### src/rtl/clk_div_pkg.sv
// Shared constants and parameter checks for the clock-divider bank.
package clk_div_pkg;

    // div_out behaviour selected by the mode input
    localparam logic MODE_TOGGLE = 1'b0;
    localparam logic MODE_PULSE  = 1'b1;

    // Default parameter values for clk_div_bank
    localparam int unsigned DEF_WIDTH       = 8;
    localparam int unsigned DEF_NUM_TAPS    = 4;
    localparam int unsigned DEF_DEFAULT_DIV = 2;

    // True when the parameter set is within the supported ranges
    function automatic bit params_legal(int unsigned width, int unsigned num_taps,
                                        int unsigned default_div);
        return (width >= 2) && (width <= 16) &&
               (num_taps >= 1) && (num_taps <= 16) &&
               (default_div < (32'd1 << width));
    endfunction

endpackage

### src/rtl/clk_div_tap_ctr.sv
// Free-running power-of-two tap counter with enable and synchronous clear.
module clk_div_tap_ctr #(
    parameter int unsigned NUM_TAPS = 4
) (
    input  logic                clk,
    input  logic                reset,
    input  logic                en,
    input  logic                clr,
    output logic [NUM_TAPS-1:0] count
);

    // Clear overrides the increment; the counter wraps naturally from all-ones.
    always_ff @(posedge clk) begin
        if (reset) begin
            count <= '0;
        end else if (clr) begin
            count <= '0;
        end else if (en) begin
            count <= count + NUM_TAPS'(1);
        end
    end

endmodule

### src/rtl/clk_div_bank.sv
// Clock-divider bank: power-of-two taps plus a reloadable divide-by-N output.
// Optional macro CLK_DIV_BANK_ALIGN_EN: clears the tap counter whenever a new
// ratio is applied so the taps line up with the new div_out phase.
module clk_div_bank
    import clk_div_pkg::*;
#(
    parameter int unsigned WIDTH       = DEF_WIDTH,
    parameter int unsigned NUM_TAPS    = DEF_NUM_TAPS,
    parameter int unsigned DEFAULT_DIV = DEF_DEFAULT_DIV
) (
    input  logic                clk,
    input  logic                reset,
    input  logic                en,
    input  logic [WIDTH-1:0]    div_val,
    input  logic                div_load,
    input  logic                mode,
    output logic [NUM_TAPS-1:0] taps,
    output logic                div_out,
    output logic                tick,
    output logic                pending
);

    if (!params_legal(WIDTH, NUM_TAPS, DEFAULT_DIV)) begin : g_bad_params
        $error("clk_div_bank: illegal WIDTH/NUM_TAPS/DEFAULT_DIV");
    end

`ifdef CLK_DIV_BANK_ALIGN_EN
    localparam bit ALIGN = 1'b1;
`else
    localparam bit ALIGN = 1'b0;
`endif

    localparam logic [WIDTH-1:0] RESET_DIV = WIDTH'(DEFAULT_DIV);

    logic [WIDTH-1:0] ratio_q, ratio_d;
    logic [WIDTH-1:0] shadow_q, shadow_d;
    logic [WIDTH-1:0] cnt_q, cnt_d;
    logic             pending_q, pending_d;
    logic             tick_q, tick_d;
    logic             div_out_q, div_out_d;
    logic             apply;
    logic             terminal;
    logic [WIDTH-1:0] ratio_last;
    logic             tap_clr;

    assign ratio_last = ratio_q - WIDTH'(1);
    // A ratio of zero never reaches a terminal count.
    assign terminal   = en && (ratio_q != '0) && (cnt_q == ratio_last);
    assign tap_clr    = ALIGN && apply;

    clk_div_tap_ctr #(
        .NUM_TAPS (NUM_TAPS)
    ) u_tap_ctr (
        .clk   (clk),
        .reset (reset),
        .en    (en),
        .clr   (tap_clr),
        .count (taps)
    );

    // Next-state for the programmable counter, ratio reload and div_out.
    always_comb begin
        ratio_d   = ratio_q;
        shadow_d  = shadow_q;
        pending_d = pending_q;
        cnt_d     = cnt_q;
        tick_d    = 1'b0;
        div_out_d = div_out_q;
        apply     = 1'b0;

        if (en) begin
            if (ratio_q == '0) begin
                // Divider idle: nothing to wait for, so take a pending ratio now.
                cnt_d = '0;
                if (pending_q) begin
                    ratio_d   = shadow_q;
                    pending_d = 1'b0;
                    apply     = 1'b1;
                end
            end else if (terminal) begin
                cnt_d     = '0;
                tick_d    = 1'b1;
                div_out_d = (mode == MODE_PULSE) ? 1'b1 : ~div_out_q;
                if (div_load) begin
                    // Load coinciding with the terminal bypasses the shadow.
                    ratio_d   = div_val;
                    pending_d = 1'b0;
                    apply     = 1'b1;
                end else if (pending_q) begin
                    ratio_d   = shadow_q;
                    pending_d = 1'b0;
                    apply     = 1'b1;
                end
            end else begin
                cnt_d = cnt_q + WIDTH'(1);
                if (mode == MODE_PULSE) begin
                    div_out_d = 1'b0;
                end
            end
        end

        if (div_load) begin
            shadow_d = div_val;
            if (!terminal) begin
                pending_d = 1'b1;
            end
        end
    end

    // State registers; reset wins over en and div_load.
    always_ff @(posedge clk) begin
        if (reset) begin
            ratio_q   <= RESET_DIV;
            shadow_q  <= RESET_DIV;
            cnt_q     <= '0;
            pending_q <= 1'b0;
            tick_q    <= 1'b0;
            div_out_q <= 1'b0;
        end else begin
            ratio_q   <= ratio_d;
            shadow_q  <= shadow_d;
            cnt_q     <= cnt_d;
            pending_q <= pending_d;
            tick_q    <= tick_d;
            div_out_q <= div_out_d;
        end
    end

    assign div_out = div_out_q;
    assign tick    = tick_q;
    assign pending = pending_q;

endmodule

### config.mk
export PLATFORM = sky130hd
export DESIGN_NAME = clk_div_bank
export DESIGN_NICKNAME = d
export VERILOG_FILES = /design/src/rtl/clk_div_pkg.sv /design/src/rtl/clk_div_tap_ctr.sv /design/src/rtl/clk_div_bank.sv
export SDC_FILE = /design/constraint.sdc
export NUM_CORES = 1
export LEC_CHECK = 0
export ABC_AREA = 0
export BUFFER_PORTS_ARGS = -buffer_cell sky130_fd_sc_hd__buf_2
export CAP_MARGIN = 40
export CORE_ASPECT_RATIO = 1.1
export CORE_MARGIN = 2
export CORE_UTILIZATION = 54
export CTS_BUF_LIST = sky130_fd_sc_hd__clkbuf_8
export DETAILED_ROUTE_END_ITERATION = 8
export GPL_TIMING_DRIVEN = 0
export MAX_ROUTING_LAYER = met4
export PLACE_DENSITY_LB_ADDON = 0.25
export SLEW_MARGIN = 20
export SYNTH_ARGS = -nofsm -noshare
export SYNTH_HDL_FRONTEND = slang
export SYNTH_SLANG_ARGS = --single-unit
### constraint.sdc
create_clock -name clk -period 2.36 [get_ports clk]
set_input_delay 0 -clock clk [delete_from_list [all_inputs] [get_ports clk]]
set_output_delay 0 -clock clk [all_outputs]
set_load 0.005 [all_outputs]
==> results.ini <==
[sta]
setup_slack_ns=0.03234
fin_crit_sh_pct=98.63
hold_slack_ns=0.04241
final-setup-viol-count=0
worst_slew_pin_slew_ns=0.6565
finClkSkew_ns=0.01241
finalCriticalPeriod_ns=2.328
maxClockFrequency_mhz=429.6
finalHoldViolCount=0
maxSlewHeadroom_pct=56.23
drv_slew=0

[placed_design]
place_congestion=0.9349
dp_slack_ns=-0.2174
dpl.hpwl_um=3037
placedCellCount=254
io_buffers=18
place_area_mm2=0.001896

[global_routing]
grt_pass1_vias=1599
grt_start_max_net_pins=12
antenna_found_initial=0
grt_pass1_wl_um=7389
overflow=0
grt_usage_pct=26.93

[worst_setup_path]
crit_chain=inv_1 > ha_1 > or4b_4 > a31o_2 > o311ai_1 > and4b_4 > nor2_4 > o32ai_1
required_ns=2.52
slowest_delay_ns=0.50
rr_worst_depth=8
worst-path-max-fanout=7
start_kind=register
cp-end-kind=register
cpLargestDelayFamily=simple AND/OR/NAND/NOR gates
crit_type=reg -> reg
regToRegEndpoint=ratio_q[2]
cp_num_buf_inv=1
rrSetupSlack_ns=0.03
timing.rr.start=ratio_q[0]
cp.arrival_ns=2.49
cp_slowest_cell=or4b_4

[floorplan]
die_y_um=63.93
dieArea_mm2=0.003738
coreArea_mm2=0.003074
initial_utilization_pct=57.35
die_w_um=58.48
io_pins=20
rows=21

[min_path]
hold_start=en
holdPathStages=3
worstHoldEndpoint=cnt_q[0]
hold_class=in -> reg

[drt]
routedWlPerCell_um=17.10
drt-vias-per-instance=6.316
vias=1718
first_pass_iters=5
drtIter0Drc=64
routed_wl_um=4650
drc=0
final_antenna_net_count=0

[power_and_ir_drop]
p_sw_share_pct=35.69
power_frac_clock_pct=28.0
switching_power_uw=547.6
internal_power_uw=986.7
p_comb_share_pct=31.9
vdd_drop_max_v=0.0004841
p_leak_nw=0.8552
seqPwrFrac_pct=40.1
power_density_mw_per_mm2=719.6

[flow_run]
maxCapViolCount=0

[cells_and_area]
antennaDiodeCount=0
multi_input_area_mm2=0.001117
fin_nets=254
stdcell_count=272
fin_area_mm2=0.002132
n_fill_cell=227
register_area_um2=625.6
layout-drive-gt1-share_pct=20.59
area_growth_pct=20.94

[synthesis]
synth_seq_cells=31
synth_top_area_share_pct=35.20
synth.most_common_cell=dfxtp_1
ys_seq_area_share_pct=35.20
syn-num-nets=219
yosysWarnings=0
synth_edf_count=0
synth_ff_type=dfxtp_1
syn_avg_cell_area_um2=8.727
synth.area.top_cells=dfxtp_1 (35%), mux2i_1 (9.1%), xnor2_1 (5.0%)
synth_area_leader_cell=dfxtp_1
synth.top_cells.by_count=dfxtp_1 (31), nand2_1 (23), nor2_1 (23)
synthArstFlopShare_pct=0
syn_inst=202
yosysUniqueCellTypes=46
synth.cell_area_mm2=0.001763

[status]
status=complete, no violations

[cts]
clock-sinks=31
tritoncts=built
htreeDepth=2
cts_buffers=5
cts_buffer_depth=2
cts_root_buffer=clkbuf_8
clk_pin_slew_ns=0.08
insertion_delay_ns=0.30

==> repair_timing <==
action / in CTS / in global routing
pin swaps: 1 / 3
hold buffers: 8 / 0
setup buffers: 1 / 1
endpoints found under the hold margin: 8 / 0
endpoints found under the setup margin: 16 / 17
cloned: 0 / 0
resized for setup: 4 / 8
==> layout by cell type, fill, tap and decap left out, types with 4 or more instances in the layout <==
master,count
o21ai_0,10
xor2_1,6
nand2_1,23
nor2_1,22
o32ai_1,5
nor3_1,7
xnor2_1,10
dlygate4sd3_1,8
clkbuf_1,4
inv_1,4
clkbuf_8,5
o211ai_1,6
nor2b_1,4
mux2i_1,16
dfxtp_1,29
buf_2,19
a21oi_1,4
==> worst max path at each step <==
stage                      end  startpoint  cells after the start  slack, ns
global placement    ratio_q[1]  ratio_q[0]                      8      -0.15
finish              ratio_q[2]  ratio_q[0]                      8       0.03
floorplan           ratio_q[1]  ratio_q[0]                      8       0.24
detailed placement  ratio_q[1]  ratio_q[0]                      8      -0.22
CTS                 ratio_q[5]  ratio_q[0]                      7       0.04
global route          cnt_q[0]  ratio_q[0]                      9      -0.05
==> area by class of cell <==
type,count,area share [%]
Sequential cell,31,29.34
Multi-Input combinational cell,158,52.41
Clock inverter,3,0.9390
Clock buffer,5,3.228
Timing Repair Buffer,28,8.685
Tap cell,34,1.995
Buffer,9,2.700
Inverter,4,0.7042
==> worst min-delay path, stage by stage <==
cell	delay, ns
buf_6	0.12
nand2b_1	0.11
a21oi_1	0.06
==> layer usage <==
metal  routed length (um)  global-route usage (%)  up-vias
met1                 1949                   31.18      819
li1                     -                       -      797
met4                  225                   15.99        0
met2                 2215                   41.43       78
met3                  259                   6.883       24
met5                    0                       -        -
==> cell families (layout without fill, tap and decap cells) <==
family,Yosys count,after routing,share of synthesized area (%)
AOI/OAI and AO/OA,38,38,15.40
xor gates and xnor gates,16,16,7.949
adders and majority gates,4,4,2.839
buffers and inverters,13,49,4.115
DFF,31,31,35.20
muxes,16,16,9.084
and+or+nand+nor,84,84,25.41
==> sequential cells by signal (all words and copies together) (netlist names) <==
register / cells
cnt_q: 8
div_out: 1
pending: 1
ratio_q: 8
tick: 1
shadow_q: 8
u_tap_ctr.count: 4
==> power groups by stage <==
stage | clock network (mW) | registers [mW] | logic, mW
after floorplan | 0 | 0.612 | 0.314
after global placement | 0 | 0.619 | 0.399
after detailed placement | 0 | 0.622 | 0.415
after CTS | 0.433 | 0.611 | 0.445
after global routing | 0.453 | 0.622 | 0.526
final | 0.429 | 0.616 | 0.489
==> stage by stage <==
| step | power [mW] | TNS (ns) | util [%] |
|---|---|---|---|
| after floorplan | 0.9265 | 0 | - |
| after global placement | 1.019 | -1.382 | 61.66 |
| after detailed placement | 1.037 | -2.144 | 61.66 |
| after CTS | 1.490 | 0 | 67.97 |
| after global routing | 1.601 | -0.2668 | 69.35 |
| final | 1.534 | 0 | 69.35 |
Note: power is estimated with default switching activity, not from simulation.
